File: src/rtl/pia_ctrl_pkg.sv
// Purpose: shared constants and helpers for the sound-board PIA host sequencer.
// Latency: n/a (types, constants and a pure function only).
// Backpressure: n/a.
package pia_ctrl_pkg;

   // Sequencer states (legacy-compatible encoding)
   localparam logic [2:0] ST_INIT_ISSUE = 3'd0;
   localparam logic [2:0] ST_INIT_GAP   = 3'd1;
   localparam logic [2:0] ST_IDLE       = 3'd2;
   localparam logic [2:0] ST_ACCESS     = 3'd3;
   localparam logic [2:0] ST_RECOVER    = 3'd4;

   // PIA register select values
   localparam logic [1:0] ADDR_ORA_DDRA = 2'd0;
   localparam logic [1:0] ADDR_CRA      = 2'd1;
   localparam logic [1:0] ADDR_ORB_DDRB = 2'd2;
   localparam logic [1:0] ADDR_CRB      = 2'd3;

   // Control-register bit that switches addr 0/2 from DDR to data port
   localparam int         CR_DDR_SEL      = 2;
   localparam logic [5:0] CR_DDR_SEL_MASK = 6'h04;

   // Configuration program length and last step index
   localparam int         INIT_STEPS = 7;
   localparam logic [2:0] INIT_LAST  = 3'(INIT_STEPS - 1);

   // Owner of the access currently in flight
   localparam logic [1:0] OWN_REQ0 = 2'd0;
   localparam logic [1:0] OWN_REQ1 = 2'd1;
   localparam logic [1:0] OWN_IRQ  = 2'd2;

   typedef struct packed {
      logic [1:0] addr;
      logic [7:0] data;
   } pia_wr_t;

   // Register write performed at each step of the configuration program.
   // CRA/CRB are first cleared so the DDRs are addressable, then restored
   // with the DDR-select bit set so addr 0/2 reach the data ports.
   function automatic pia_wr_t init_step(input logic [2:0] step,
                                         input logic [7:0] ddra,
                                         input logic [7:0] ddrb,
                                         input logic [7:0] orb,
                                         input logic [5:0] cra,
                                         input logic [5:0] crb);
      pia_wr_t w;
      w.addr = ADDR_CRA;
      w.data = 8'h00;
      case (step)
         3'd0: begin w.addr = ADDR_CRA;      w.data = 8'h00;                            end
         3'd1: begin w.addr = ADDR_ORA_DDRA; w.data = ddra;                             end
         3'd2: begin w.addr = ADDR_CRA;      w.data = {2'b00, cra | CR_DDR_SEL_MASK};   end
         3'd3: begin w.addr = ADDR_CRB;      w.data = 8'h00;                            end
         3'd4: begin w.addr = ADDR_ORB_DDRB; w.data = ddrb;                             end
         3'd5: begin w.addr = ADDR_CRB;      w.data = {2'b00, crb | CR_DDR_SEL_MASK};   end
         3'd6: begin w.addr = ADDR_ORB_DDRB; w.data = orb;                              end
         default: begin w.addr = ADDR_CRA;   w.data = 8'h00;                            end
      endcase
      return w;
   endfunction

endpackage

File: src/rtl/pia_host_sequencer_arb.sv
// Purpose: 2-way round-robin arbiter for the PIA requester ports.
// Latency: grant is combinational from valid/en; pointer updates on the advance edge.
// Backpressure: no grant while en is low; losers simply see no grant.
module pia_rr_arb (
   input  logic       clk,
   input  logic       rst,
   input  logic [1:0] valid,
   input  logic       en,
   input  logic       adv,
   output logic [1:0] grant,
   output logic       ptr
);

   logic ptr_q;
   logic ptr_d;

   // Pick the pointed-to requester first, fall back to the other one
   always_comb begin
      grant = 2'b00;
      if (en) begin
         if (!ptr_q) begin
            if (valid[0])      grant = 2'b01;
            else if (valid[1]) grant = 2'b10;
         end else begin
            if (valid[1])      grant = 2'b10;
            else if (valid[0]) grant = 2'b01;
         end
      end
   end

   // After a grant, point at whichever requester did not win
   always_comb begin
      ptr_d = ptr_q;
      if (adv && (grant != 2'b00)) begin
         ptr_d = grant[0];
      end
   end

   // Pointer register, reset to requester 0
   always_ff @(posedge clk or posedge rst) begin
      if (rst) ptr_q <= 1'b0;
      else     ptr_q <= ptr_d;
   end

   assign ptr = ptr_q;

endmodule

File: src/rtl/pia_host_sequencer.sv
// Purpose: PIA bus master: runs the init program, then arbitrates IRQ-A service and two requesters.
// Latency: requester ready at T, PIA cs at T+1, rsp at T+2; one access every 3 cycles.
// Backpressure: requesters hold valid until ready; commands are overwritten (flagged) if not acked.
module pia_host_sequencer
   import pia_ctrl_pkg::*;
#(
   parameter logic [7:0] P_DDRA      = 8'h00,
   parameter logic [7:0] P_DDRB      = 8'hFF,
   parameter logic [5:0] P_CRA       = 6'h3D,
   parameter logic [5:0] P_CRB       = 6'h3C,
   parameter logic [7:0] P_ORB       = 8'h00,
   parameter bit         P_AUTO_IRQA = 1'b1
) (
   input  logic       clk,
   input  logic       rst,
   output logic       pia_cs,
   output logic       pia_rw,
   output logic [1:0] pia_addr,
   output logic [7:0] pia_wdata,
   input  logic [7:0] pia_rdata,
   input  logic       pia_irqa,
   input  logic       req0_valid,
   input  logic       req0_rw,
   input  logic [1:0] req0_addr,
   input  logic [7:0] req0_wdata,
   output logic       req0_ready,
   output logic       rsp0_valid,
   input  logic       req1_valid,
   input  logic       req1_rw,
   input  logic [1:0] req1_addr,
   input  logic [7:0] req1_wdata,
   output logic       req1_ready,
   output logic       rsp1_valid,
   output logic [7:0] rsp_rdata,
   output logic       init_done,
   output logic       cmd_valid,
   output logic [7:0] cmd_data,
   input  logic       cmd_ack,
   output logic       cmd_overrun
);

   logic [2:0] state_q, state_d;
   logic [2:0] step_q, step_d;
   logic [1:0] own_q, own_d;
   logic       lat_rw_q, lat_rw_d;
   logic [1:0] lat_addr_q, lat_addr_d;
   logic [7:0] lat_wdata_q, lat_wdata_d;
   // Only the DDR-select bit of the CRA shadow influences sequencing
   logic       shadow_ddr_sel_q, shadow_ddr_sel_d;
   logic       init_done_q, init_done_d;
   logic       cmd_valid_q, cmd_valid_d;
   logic [7:0] cmd_data_q, cmd_data_d;
   logic       cmd_overrun_q, cmd_overrun_d;
   logic [7:0] rsp_rdata_q, rsp_rdata_d;

   logic       irq_go;
   logic       arb_en;
   logic [1:0] arb_grant;
   logic       arb_ptr;
   logic       capture;
   logic       bus_on;
   pia_wr_t    init_wr;

   // Arbitration qualifiers and the current init-program write
   always_comb begin
      irq_go  = P_AUTO_IRQA && pia_irqa && shadow_ddr_sel_q;
      arb_en  = (state_q == ST_IDLE) && !irq_go;
      init_wr = init_step(step_q, P_DDRA, P_DDRB, P_ORB, P_CRA, P_CRB);
   end

   pia_rr_arb u_arb (
      .clk   (clk),
      .rst   (rst),
      .valid ({req1_valid, req0_valid}),
      .en    (arb_en),
      .adv   (arb_en),
      .grant (arb_grant),
      .ptr   (arb_ptr)
   );

   // Main sequencer: init program, arbitration, access/recover pacing
   always_comb begin
      state_d          = state_q;
      step_d           = step_q;
      own_d            = own_q;
      lat_rw_d         = lat_rw_q;
      lat_addr_d       = lat_addr_q;
      lat_wdata_d      = lat_wdata_q;
      shadow_ddr_sel_d = shadow_ddr_sel_q;
      init_done_d      = init_done_q;
      rsp_rdata_d      = rsp_rdata_q;
      case (state_q)
         ST_INIT_ISSUE: begin
            if (init_wr.addr == ADDR_CRA) shadow_ddr_sel_d = init_wr.data[CR_DDR_SEL];
            state_d = ST_INIT_GAP;
         end
         ST_INIT_GAP: begin
            if (step_q == INIT_LAST) begin
               state_d     = ST_IDLE;
               init_done_d = 1'b1;
            end else begin
               step_d  = step_q + 3'd1;
               state_d = ST_INIT_ISSUE;
            end
         end
         ST_IDLE: begin
            if (irq_go) begin
               // Reading port A clears the PIA interrupt flags
               own_d       = OWN_IRQ;
               lat_rw_d    = 1'b1;
               lat_addr_d  = ADDR_ORA_DDRA;
               lat_wdata_d = 8'h00;
               state_d     = ST_ACCESS;
            end else if (arb_grant[0]) begin
               own_d       = OWN_REQ0;
               lat_rw_d    = req0_rw;
               lat_addr_d  = req0_addr;
               lat_wdata_d = req0_wdata;
               state_d     = ST_ACCESS;
            end else if (arb_grant[1]) begin
               own_d       = OWN_REQ1;
               lat_rw_d    = req1_rw;
               lat_addr_d  = req1_addr;
               lat_wdata_d = req1_wdata;
               state_d     = ST_ACCESS;
            end
         end
         ST_ACCESS: begin
            state_d = ST_RECOVER;
            if (own_q != OWN_IRQ) begin
               if (lat_rw_q) rsp_rdata_d = pia_rdata;
               else if (lat_addr_q == ADDR_CRA) shadow_ddr_sel_d = lat_wdata_q[CR_DDR_SEL];
            end
         end
         ST_RECOVER: begin
            // Gap cycle lets irqa fall before the next arbitration
            state_d = ST_IDLE;
         end
         default: begin
            state_d = ST_INIT_ISSUE;
            step_d  = 3'd0;
         end
      endcase
   end

   // Command capture and consumer handshake; a same-edge capture beats the ack
   always_comb begin
      cmd_valid_d   = cmd_valid_q;
      cmd_data_d    = cmd_data_q;
      cmd_overrun_d = cmd_overrun_q;
      capture       = (state_q == ST_ACCESS) && (own_q == OWN_IRQ);
      if (capture) begin
         cmd_valid_d = 1'b1;
         cmd_data_d  = pia_rdata;
         if (cmd_valid_q && !cmd_ack)     cmd_overrun_d = 1'b1;
         else if (cmd_valid_q && cmd_ack) cmd_overrun_d = 1'b0;
      end else if (cmd_valid_q && cmd_ack) begin
         cmd_valid_d   = 1'b0;
         cmd_overrun_d = 1'b0;
      end
   end

   // State and datapath registers
   always_ff @(posedge clk or posedge rst) begin
      if (rst) begin
         state_q          <= ST_INIT_ISSUE;
         step_q           <= 3'd0;
         own_q            <= OWN_REQ0;
         lat_rw_q         <= 1'b1;
         lat_addr_q       <= 2'd0;
         lat_wdata_q      <= 8'h00;
         shadow_ddr_sel_q <= 1'b0;
         init_done_q      <= 1'b0;
         cmd_valid_q      <= 1'b0;
         cmd_data_q       <= 8'h00;
         cmd_overrun_q    <= 1'b0;
         rsp_rdata_q      <= 8'h00;
      end else begin
         state_q          <= state_d;
         step_q           <= step_d;
         own_q            <= own_d;
         lat_rw_q         <= lat_rw_d;
         lat_addr_q       <= lat_addr_d;
         lat_wdata_q      <= lat_wdata_d;
         shadow_ddr_sel_q <= shadow_ddr_sel_d;
         init_done_q      <= init_done_d;
         cmd_valid_q      <= cmd_valid_d;
         cmd_data_q       <= cmd_data_d;
         cmd_overrun_q    <= cmd_overrun_d;
         rsp_rdata_q      <= rsp_rdata_d;
      end
   end

   // PIA bus drive; qualified by rst so an in-flight access is dropped at once
   always_comb begin
      bus_on    = ((state_q == ST_INIT_ISSUE) || (state_q == ST_ACCESS)) && !rst;
      pia_cs    = bus_on;
      pia_rw    = 1'b1;
      pia_addr  = 2'd0;
      pia_wdata = 8'h00;
      if (bus_on) begin
         if (state_q == ST_INIT_ISSUE) begin
            pia_rw    = 1'b0;
            pia_addr  = init_wr.addr;
            pia_wdata = init_wr.data;
         end else begin
            pia_rw    = lat_rw_q;
            pia_addr  = lat_addr_q;
            pia_wdata = lat_rw_q ? 8'h00 : lat_wdata_q;
         end
      end
   end

   assign req0_ready  = arb_grant[0];
   assign req1_ready  = arb_grant[1];
   assign rsp0_valid  = (state_q == ST_RECOVER) && (own_q == OWN_REQ0);
   assign rsp1_valid  = (state_q == ST_RECOVER) && (own_q == OWN_REQ1);
   assign rsp_rdata   = rsp_rdata_q;
   assign init_done   = init_done_q;
   assign cmd_valid   = cmd_valid_q;
   assign cmd_data    = cmd_data_q;
   assign cmd_overrun = cmd_overrun_q;

   // With both requesters waiting, the one under the pointer must win
   assert property (@(posedge clk) disable iff (rst)
                    (arb_en && req0_valid && req1_valid) |-> arb_grant[arb_ptr]);

endmodule

File: config.mk
export PLATFORM = sky130hd
export DESIGN_NAME = pia_host_sequencer
export DESIGN_NICKNAME = d
export VERILOG_FILES = /design/src/rtl/pia_ctrl_pkg.sv /design/src/rtl/pia_host_sequencer_arb.sv /design/src/rtl/pia_host_sequencer.sv
export SDC_FILE = /design/constraint.sdc
export NUM_CORES = 1
export LEC_CHECK = 0
export BUFFER_PORTS_ARGS = -buffer_cell sky130_fd_sc_hd__buf_4
export CAP_MARGIN = 20
export CORE_ASPECT_RATIO = 0.75
export CORE_MARGIN = 1.5
export CORE_UTILIZATION = 46
export DETAILED_ROUTE_END_ITERATION = 12
export GPL_ROUTABILITY_DRIVEN = 1
export GPL_TIMING_DRIVEN = 0
export PLACE_DENSITY_LB_ADDON = 0.25
export SLEW_MARGIN = 10
export SYNTH_ARGS = -nofsm -noshare
export SYNTH_HDL_FRONTEND = slang
export SYNTH_SLANG_ARGS = --single-unit
File: constraint.sdc
create_clock -name clk -period 2.1 [get_ports clk]
set_clock_uncertainty 0.15 [all_clocks]
set_input_delay 0.42 -clock clk [delete_from_list [all_inputs] [get_ports clk]]
set_output_delay 0.42 -clock clk [all_outputs]
set_load 0.05 [all_outputs]
==> results of run 1 <==
[state kept, by name (all words and copies together) (netlist names), named ones only]
register and flops:
cmd_data 8, init_done 1, rsp_rdata 8, lat_addr_q 2, step_q 3, cmd_valid 1, own_q 2, shadow_ddr_sel_q 1
lat_rw_q 1, lat_wdata_q 8, state_q 3, u_arb.ptr 1
[timing repair]
item                                    CTS  global route
setup buffers                            11             3
endpoints found under the hold margin     5             0
pin swaps                                 4             3
resized for setup                        34            20
hold buffers                              1             0
endpoints found under the setup margin   17            17
[how the worst min path moves through the flow]
stage / to
6_report: register
5_1_grt: register
4_1_cts: register
3_5_place_dp: cmd_valid$_DFFE_PP0P_
3_3_place_gp: init_done$_DFFE_PP0P_
2_1_floorplan: shadow_ddr_sel_q$_DFFE_PP0P_
[cell families after synthesis]
family | count (synthesis) | share of synthesized area
flip-flops | 40 | 0.457
AND/OR/NAND/NOR | 69 | 0.186
AO/OA/AOI/OAI | 45 | 0.127
multiplexers | 31 | 0.155
buffers and inverters | 23 | 0.0525
adder cells (fa/ha/maj) | 4 | 0.0228
[layout by cell type, fill, tap and decap left out, types with 5 or more instances in the layout]
master,netlist,layout
buf_4,2,75
nor2_1,21,20
mux2i_1,11,11
dfrtp_1,39,36
mux2_1,15,14
inv_1,12,7
nand2_1,16,14
buf_8,0,6
a21oi_2,2,6
buf_6,2,8
clkbuf_8,0,5
a21oi_1,24,19
and2_1,11,10
[through the flow]
stage | area, um2 | power, uW
2_1_floorplan | 2230 | 3530
3_3_place_gp | 2830 | 4250
3_5_place_dp | 2850 | 4340
4_1_cts | 3180 | 5350
5_1_grt | 3270 | 5810
6_report | 3270 | 5520
[routing by layer]
layer | track usage | vias up | part of all wire
li1 | - | 911 | -
met1 | 0.308 | 972 | 0.46
met2 | 0.349 | 47 | 0.48
met3 | 0.0686 | 2 | 0.053
met4 | 0.0479 | 0 | 0.0040
met5 | 0 | - | 0
[cell type report]
cell class / count / share of cell area
Buffer: 9 / 0.0218
Clock buffer: 6 / 0.0222
Clock inverter: 2 / 0.0184
Inverter: 13 / 0.0164
Multi-Input combinational cell: 149 / 0.373
Sequential cell: 40 / 0.308
Tap cell: 57 / 0.0218
Timing Repair Buffer: 85 / 0.219
[report_power, final]
part / total [uW] / internal, uW / switching [uW]
Combinational: 3310 / 1300 / 2010
Clock: 751 / 475 / 276
Sequential: 1460 / 1150 / 309
Total: 5520 / 2920 / 2600
[cells in the mapped netlist]
library cell / n / share of area
nor4b_1: 2 / 0.0080
nor2b_4: 1 / 0.0063
dfrtp_1: 39 / 0.44
nor3b_4: 1 / 0.0086
nand2_1: 16 / 0.027
buf_4: 2 / 0.0068
clkbuf_1: 1 / 0.0017
mux2i_1: 11 / 0.050
inv_1: 12 / 0.021
nand4_4: 1 / 0.0097
buf_6: 2 / 0.010
nand2b_1: 1 / 0.0029
a21oi_1: 24 / 0.055
nand2_2: 1 / 0.0029
or3b_1: 1 / 0.0040
nand3_1: 2 / 0.0046
o32ai_1: 1 / 0.0040
a21oi_2: 2 / 0.0080
or3_1: 2 / 0.0057
a21o_1: 3 / 0.010
mux2_1: 15 / 0.077
mux2_2: 4 / 0.021
nand3b_4: 1 / 0.0091
a211oi_2: 1 / 0.0057
nor3_2: 1 / 0.0046
dfstp_2: 1 / 0.012
ha_1: 4 / 0.023
and2_1: 11 / 0.031
a21boi_0: 1 / 0.0034
nor2_1: 21 / 0.036
or4_4: 1 / 0.0051
o311a_1: 1 / 0.0046
o21ai_1: 1 / 0.0023
inv_2: 1 / 0.0017
a211oi_1: 1 / 0.0034
mux2_4: 1 / 0.0068
or4b_1: 1 / 0.0046
buf_2: 5 / 0.011
nor3b_1: 2 / 0.0068
nor2b_1: 3 / 0.0086
a22oi_1: 1 / 0.0034
a32oi_1: 2 / 0.0080
a311oi_1: 1 / 0.0040
o2111ai_1: 1 / 0.0040
o21ai_0: 5 / 0.011
[worst register-to-register path: cells and delay by family (launching register included)]
kind | cells | cell delay (ns)
flops | 1 | 0.45
compound gates | 2 | 0.37
mux | 1 | 0.32
fa+ha+maj | 1 | 0.16
simple gates | 1 | 0.49
buf+inv | 2 | 0.21
==> metrics.cfg, run 1 <==
[synthesis]
synthCells=212
synthDistinctLibCells=45
avgSynthCellArea_um2=10.3
yosys_warnings=0
seq_area_frac_synth=0.457
synth_nets=252
ys_seq_elements=40
syn_area_um2=2190

[die]
die_x_um=82.7
start_util=0.485
die_area_um2=5200
coreArea_um2=4520
die_h_um=62.8
pin_count=71
rows=21

[setup_path]
cpPeakStageDelay_ns=0.52
reg2reg_slack_ns=-0.16
r2r_start=step_q[0]$_DFFE_PP0P_
cp_slowest_cell=or4_4
required_ns=1.53
cp-start-kind=register
crit_path_start=state_q[1]$_DFFE_PP0P_
cp_num_buf_inv=1
path_cells=nor2b_4 -> or4_4 -> a21o_4 -> a211oi_4 -> buf_6
endpoint_kind=primary output
rr_endpoint=shadow_ddr_sel_q$_DFFE_PP0P_
r2r_cells=7
path_max_fanout=4
crit_end=pia_wdata[0]
cp.depth=5
critPathArrivalTime_ns=1.97
cp_top_family=simple AND/OR/NAND/NOR gates
crit_type=register to primary output

[sta]
rsz0062_at_grt=true
setup_violations=17
final.period_utilization=1.21
period_needed_ns=2.54
worst_hold_slack_ns=0.161
drv_slew=0
relSlewSlack=0.757
tightest_slew_ns=0.363
max_freq_mhz=394
setup_tns_ns=-4.53
worst_slack_ns=-0.436
hold_viol_final=0

[cells_and_area]
area_growth_pct=49.1
multiInputGateArea_um2=1220
layout-drive-gt1-share=0.477
final_core_util=0.724
fin_nets=343
num_antenna_cells=0
seq_area_um2=1010
n_fill_cell=333
final_cells=361

[detailed_routing]
via_per_inst=5.35
vias=1932
first_iter_violations=124
ant_nets=0
drc_errors=0
routed_wl_um=5550
wire_per_inst_um=15.4
firstDrtPassIters=4

[placed_design]
portBuffers=70
dp.cells=340
place.gp.congestion=0.777
place_hpwl_um=3860
dpl_worst_slack_ns=-0.303

[global_routing]
grt_usage=0.225
grt_pass1_wl_um=8750
grt_max_degree=36
antenna_found_initial=0
first_global_vias=1851
grt-ovfl-total=0

[power]
power_density_nw_per_um2=1690
peakVddDrop_v=0.00117
p_leak_uw=0.00158

[worst_hold_path]
min_from=cmd_ack
hold_depth=2
hold_path.class=input pin to register

[clock_network]
numCtsBuffers=5
root_buffer=clkbuf_8
cts_tree=built
htree_levels=2
clk_latency_ns=0.29
cts_sinks=40
cts_max_path_buffers=2
clkTransAtPathRegs_ns=0.08

[job]
maxCapViolCount=0

[outcome]
outcome=finished, violations left
violations=negative setup slack

Note: power is estimated with default switching activity, not from simulation.
==> inputs of run 2 (changes only) <==
Settings changed: RECOVER_POWER set to 100, SKIP_LAST_GASP set to 1.
==> run 2 against run 1 <==
  * The flow still finishes with violations (negative setup slack)
  * Register-to-register slack got worse by 0.02 ns
  * Highest routed layer unchanged
  * Count of clock-buffer cells in the layout did not move
  * First-iteration DRC count fell by 31%
  * Worst setup slack improved by 0.0040 ns
  * Flip-flop and latch count did not move
  * Power fell by 0.46%
  * Final area fell by 0.73%
  * Combinational power barely moved
  * Die area did not move
  * Cell count rose by 1.7%
  * Clock power barely moved
==> metrics.cfg, run 2 (synthesis gave the netlist of run 1 again) <==
[outcome]
outcome=finished, violations left
violations=negative setup slack

[setup_path]
critPathArrivalTime_ns=1.96  ; about the same
r2r_cells=7  ; unchanged
path_max_fanout=4  ; unchanged
crit_type=register to primary output
endpoint_kind=primary output
r2r_start=step_q[0]$_DFFE_PP0P_
required_ns=1.53  ; about the same
cp-start-kind=register
crit_path_start=state_q[1]$_DFFE_PP0P_

[cells_and_area]
final_core_util=0.718  ; -0.00526
layout-drive-gt1-share=0.419  ; -0.0576
final_area_um2=3250  ; -0.73%
fin_nets=349  ; +1.7%
num_antenna_cells=0  ; unchanged
final_common_cell=buf_4
area_growth_pct=48.0
final_cell_mix=buf_4, dfrtp_1, clkbuf_1

[global_routing]
grt-ovfl-total=0  ; unchanged
grt_pass1_wl_um=8770  ; +0.23%
antenna_found_initial=0  ; unchanged
grt_usage=0.225  ; unchanged
grt_max_degree=36  ; unchanged
first_global_vias=1866  ; +0.81%

[sta]
setup_violations=34  ; +17
period_needed_ns=2.53  ; -0.00401 ns
drv_slew=0  ; unchanged
hold_viol_final=0  ; unchanged
rsz0062_at_grt=true
worst_slack_ns=-0.432  ; +0.00401 ns
setup_tns_ns=-6.96  ; -2.43 ns
tightest_slew_ns=0.883  ; +0.520 ns
relSlewSlack=0.411  ; -0.346
final.period_utilization=1.21  ; -0.00191
max_freq_mhz=395  ; +0.16%

[detailed_routing]
ant_nets=0  ; unchanged
first_iter_violations=86  ; -31%
vias=1968  ; +1.9%
routed_wl_um=5870  ; +5.8%
firstDrtPassIters=4  ; unchanged
drc_errors=0  ; unchanged
wire_per_inst_um=16.0  ; +4.1%
via_per_inst=5.36  ; +0.20%

[placed_design]
portBuffers=70  ; unchanged
place_hpwl_um=3860  ; unchanged
place.gp.congestion=0.777  ; unchanged
dpl_worst_slack_ns=-0.303  ; unchanged
place_area_um2=2850  ; unchanged

[clock_network]
cts_tree=built
cts_sinks=40  ; unchanged
numCtsBuffers=5  ; unchanged
clk_latency_ns=0.29  ; about the same
root_buffer=clkbuf_8
clkTransAtPathRegs_ns=0.08  ; about the same
htree_levels=2  ; unchanged
cts_max_path_buffers=2  ; unchanged

[worst_hold_path]
min_from=cmd_ack
hold_path.class=input pin to register
hold_depth=2  ; unchanged

[die]
die_h_um=62.8  ; unchanged
pin_count=71  ; unchanged
die_area_um2=5200  ; unchanged
start_util=0.485  ; unchanged
die_x_um=82.7  ; unchanged
rows=21  ; unchanged
coreArea_um2=4520  ; unchanged

[power]
power_density_nw_per_um2=1690  ; +0.26%
peakVddDrop_v=0.00106  ; -9.3%
p_leak_uw=0.00154  ; -3.0%
total_power_uw=5490  ; -0.46%

[job]
maxCapViolCount=0  ; unchanged

## run 2: layout make-up
class                   count  area [um2]
inverters                  13        53.8
repair buffers             91         682
multi-input cells         149        1230
fillers                   347        1270
well taps                  57        71.3
clock buffers               6        72.6
flip-flops and latches     40        1010
plain buffers               9        70.1
clock inverters             2        60.1
## run 2: critical path: stages, from the launching register on
cell and delay, ns:
dfrtp_2 0.44, nor2b_4 0.14, or4_4 0.52, a21o_4 0.22, a211oi_4 0.17, buf_6 0.19
## run 2: per-stage QoR
step	hold slack [ns]	std cells
4_1_cts	0.153	359
2_1_floorplan	0.314	212
3_3_place_gp	0.294	339
5_1_grt	0.164	367
3_5_place_dp	0.181	340
6_report	0.170	367
## run 2: what timing repair did
| action | in CTS | in global routing |
|---|---|---|
| hold endpoints to repair | 5 | 0 |
| endpoints found under the setup margin | 17 | 17 |
| resized for setup | 26 | 31 |
| cloned | 0 | 0 |
| hold buffers | 1 | 0 |
| buffers inserted | 11 | 9 |
| pin swaps | 4 | 6 |
## run 2: where the power goes
group | internal [uW] | switching (uW) | leakage [uW]
Combinational | 1220 | 2070 | 0.00100
Sequential | 1150 | 310 | 0.000470
Clock | 475 | 273 | 0.0000654
Total | 2840 | 2650 | 0.00154
## run 2: final timing paths
path	end	slack, ns
worst max-delay path	pia_wdata[0]	-0.43
worst min-delay path	register	0.17
worst max register to register	shadow_ddr_sel_q$_DFFE_PP0P_	-0.18
worst min register to register	init_done$_DFFE_PP0P_	0.32
max in group asynchronous	state_q[2]$_DFFE_PP0P_	0.17
min in group asynchronous	step_q[2]$_DFFE_PP0P_	0.46
## run 2: routing by layer
metal,part of all wire,track usage,vias to the layer above
li1,-,-,924
met1,0.44,0.304,978
met2,0.49,0.345,52
met3,0.052,0.0701,14
met4,0.021,0.0625,0
met5,0,0,-
==> inputs of run 3 (changes only) <==
Settings changed: CORE_MARGIN 1.5 to 10, HOLD_SLACK_MARGIN set to 0.15.
==> run 3 against run 2 <==
  * Critical path depth rose by 1
  * Combinational power grew 9.7%
  * The flow still finishes with violations (negative setup slack)
  * Routed wire length grew 16%
  * Highest routed layer unchanged
  * Via count down 0.30%
  * Cell count rose by 1.6%
  * Largest power group unchanged
  * Die area grew 53%
  * Largest cell class unchanged
  * Utilization is 1.6 points higher
  * Non-clock buffer count up 6
  * Power increased by 4.7%
==> metrics.cfg, run 3 (synthesis gave the netlist of run 1 again) <==
[outcome]
outcome=finished, violations left
violations=negative setup slack

[placed_design]
portBuffers=70  ; unchanged
place_hpwl_um=4540  ; +18%
dp.cells=340  ; unchanged
place.gp.congestion=0.810  ; +4.3%

[detailed_routing]
routed_wl_um=6810  ; +16%
ant_nets=0  ; unchanged
first_iter_violations=74  ; -14%
wire_per_inst_um=18.3  ; +14%
firstDrtPassIters=4  ; unchanged
via_per_inst=5.26  ; -1.9%
drc_errors=0  ; unchanged
vias=1962  ; -0.30%

[setup_path]
path_max_fanout=5  ; +1
cp.depth=6  ; +1
cp_num_buf_inv=1  ; unchanged
endpoint_kind=primary output
r2r_start=step_q[1]$_DFFE_PP0P_
required_ns=1.53  ; about the same
reg2reg_slack_ns=-0.15  ; +0.03 ns
cp-start-kind=register
crit_path_start=step_q[1]$_DFFE_PP0P_
path_cells=ha_4 -> or4b_1 -> o311a_1 -> a21oi_2 -> nor2_1 -> buf_6
cpPeakStageDelay_ns=0.50  ; -0.02 ns
critPathArrivalTime_ns=1.99  ; +0.03 ns
crit_end=pia_addr[0]
r2r_cells=6  ; -1
cp_slowest_cell=or4b_1
cp_top_family=simple AND/OR/NAND/NOR gates
rr_endpoint=shadow_ddr_sel_q$_DFFE_PP0P_
crit_type=register to primary output

[cells_and_area]
final_core_util=0.734  ; +0.0159
final_cell_mix=buf_4, dfrtp_1, clkbuf_1
final_common_cell=buf_4
num_antenna_cells=0  ; unchanged
layout-drive-gt1-share=0.449  ; +0.0300
fin_nets=355  ; +1.7%
area_growth_pct=52.2
final_cells=373  ; +1.6%

[die]
coreArea_um2=4550  ; +0.58%
rows=21  ; unchanged
die_x_um=99.7  ; +21%
pin_count=71  ; unchanged
die_h_um=79.8  ; +27%
die_area_um2=7960  ; +53%
start_util=0.483  ; -0.00281

[clock_network]
clk_latency_ns=0.31  ; +0.02 ns
htree_levels=2  ; unchanged
clkTransAtPathRegs_ns=0.08  ; about the same
cts_sinks=40  ; unchanged
numCtsBuffers=5  ; unchanged
cts_tree=built
root_buffer=clkbuf_8
cts_max_path_buffers=2  ; unchanged

[sta]
final.period_utilization=1.22  ; +0.0133
hold_viol_final=0  ; unchanged
period_needed_ns=2.56  ; +0.0280 ns
setup_violations=17  ; -50%
max_freq_mhz=391  ; -1.1%
drv_slew=0  ; unchanged
tightest_slew_ns=0.790  ; -0.0929 ns
rsz0062_at_grt=true
relSlewSlack=0.473  ; +0.0619
worst_slack_ns=-0.460  ; -0.0280 ns

[global_routing]
grt-ovfl-total=0  ; unchanged
grt_max_degree=32  ; -11%
first_global_vias=2131  ; +14%
grt_pass1_wl_um=10700  ; +22%
antenna_found_initial=0  ; unchanged
grt_usage=0.167  ; -0.0573

[worst_hold_path]
hold_path.class=input pin to register

[power]
power_density_nw_per_um2=1720  ; +1.8%
p_leak_uw=0.00157  ; +2.3%
peakVddDrop_v=0.00112  ; +5.4%

[job]
maxCapViolCount=0  ; unchanged

-- run 3: changes by cell type in the layout (fill, tap and decap cells not counted), moves of 2 or more --
cell,previous run,this run
a21oi_1,20,15
a21oi_2,5,9
buf_6,9,15
ha_2,2,0
ha_4,2,4
-- run 3: what timing repair did --
item                       4_1_cts  5_1_grt
buffers inserted                15        8
setup endpoints to repair       17       17
pin swaps                        4        4
gates cloned                     1        0
hold endpoints to repair        10        0
hold buffers                     2        0
gates resized for setup         47       22
-- run 3: per-stage QoR --
stage / total power (uW) / instance area (um2) / hold slack, ns / setup WS (ns) / TNS (ns)
after global placement: 4290 / 2830 / 0.309 / -0.291 / -1.25
after global routing: 6070 / 3340 / 0.189 / -0.492 / -6.27
final: 5750 / 3340 / 0.184 / -0.460 / -5.20
after detailed placement: 4370 / 2850 / 0.230 / -0.289 / -1.22
after floorplan: 3530 / 2230 / 0.314 / -0.412 / -3.72
after CTS: 5540 / 3270 / 0.184 / -0.460 / -5.01
-- run 3: how the worst min path moves through the flow --
stage	depth (start not counted)	start	endpoint	slack, ns
2_1_floorplan	1	shadow_ddr_sel_q$_DFFE_PP0P_	shadow_ddr_sel_q$_DFFE_PP0P_	0.31
3_3_place_gp	1	init_done$_DFFE_PP0P_	init_done$_DFFE_PP0P_	0.31
3_5_place_dp	2	rst	async pin	0.23
4_1_cts	2	pia_rdata[7]	rsp_rdata[7]$_DFFE_PP0P_	0.18
5_1_grt	2	pia_rdata[6]	cmd_data[6]$_DFFE_PP0P_	0.19
6_report	2	pia_rdata[7]	rsp_rdata[7]$_DFFE_PP0P_	0.18
-- run 3: report_power, final --
group	internal (uW)	switching [uW]	total, uW
clock	389	301	689
sequential	1150	302	1450
combinational	1390	2220	3610
total	2920	2830	5750
-- run 3: routing by layer --
| layer | GRT usage | vias to the layer above | part of all wire |
|---|---|---|---|
| met4 | 0.0443 | 0 | 0.015 |
| met1 | 0.200 | 960 | 0.42 |
| met5 | 0 | - | 0 |
| met3 | 0.0649 | 12 | 0.070 |
| met2 | 0.274 | 54 | 0.49 |
| li1 | - | 936 | - |
-- run 3: cell type report --
type / count / area, um2
Buffer: 9 / 70.1
Inverter: 13 / 53.8
Fill cell: 331 / 1210
Tap cell: 57 / 71.3
Multi-Input combinational cell: 149 / 1270
Timing Repair Buffer: 97 / 742
Clock buffer: 6 / 82.6
Clock inverter: 2 / 38.8
Sequential cell: 40 / 1010
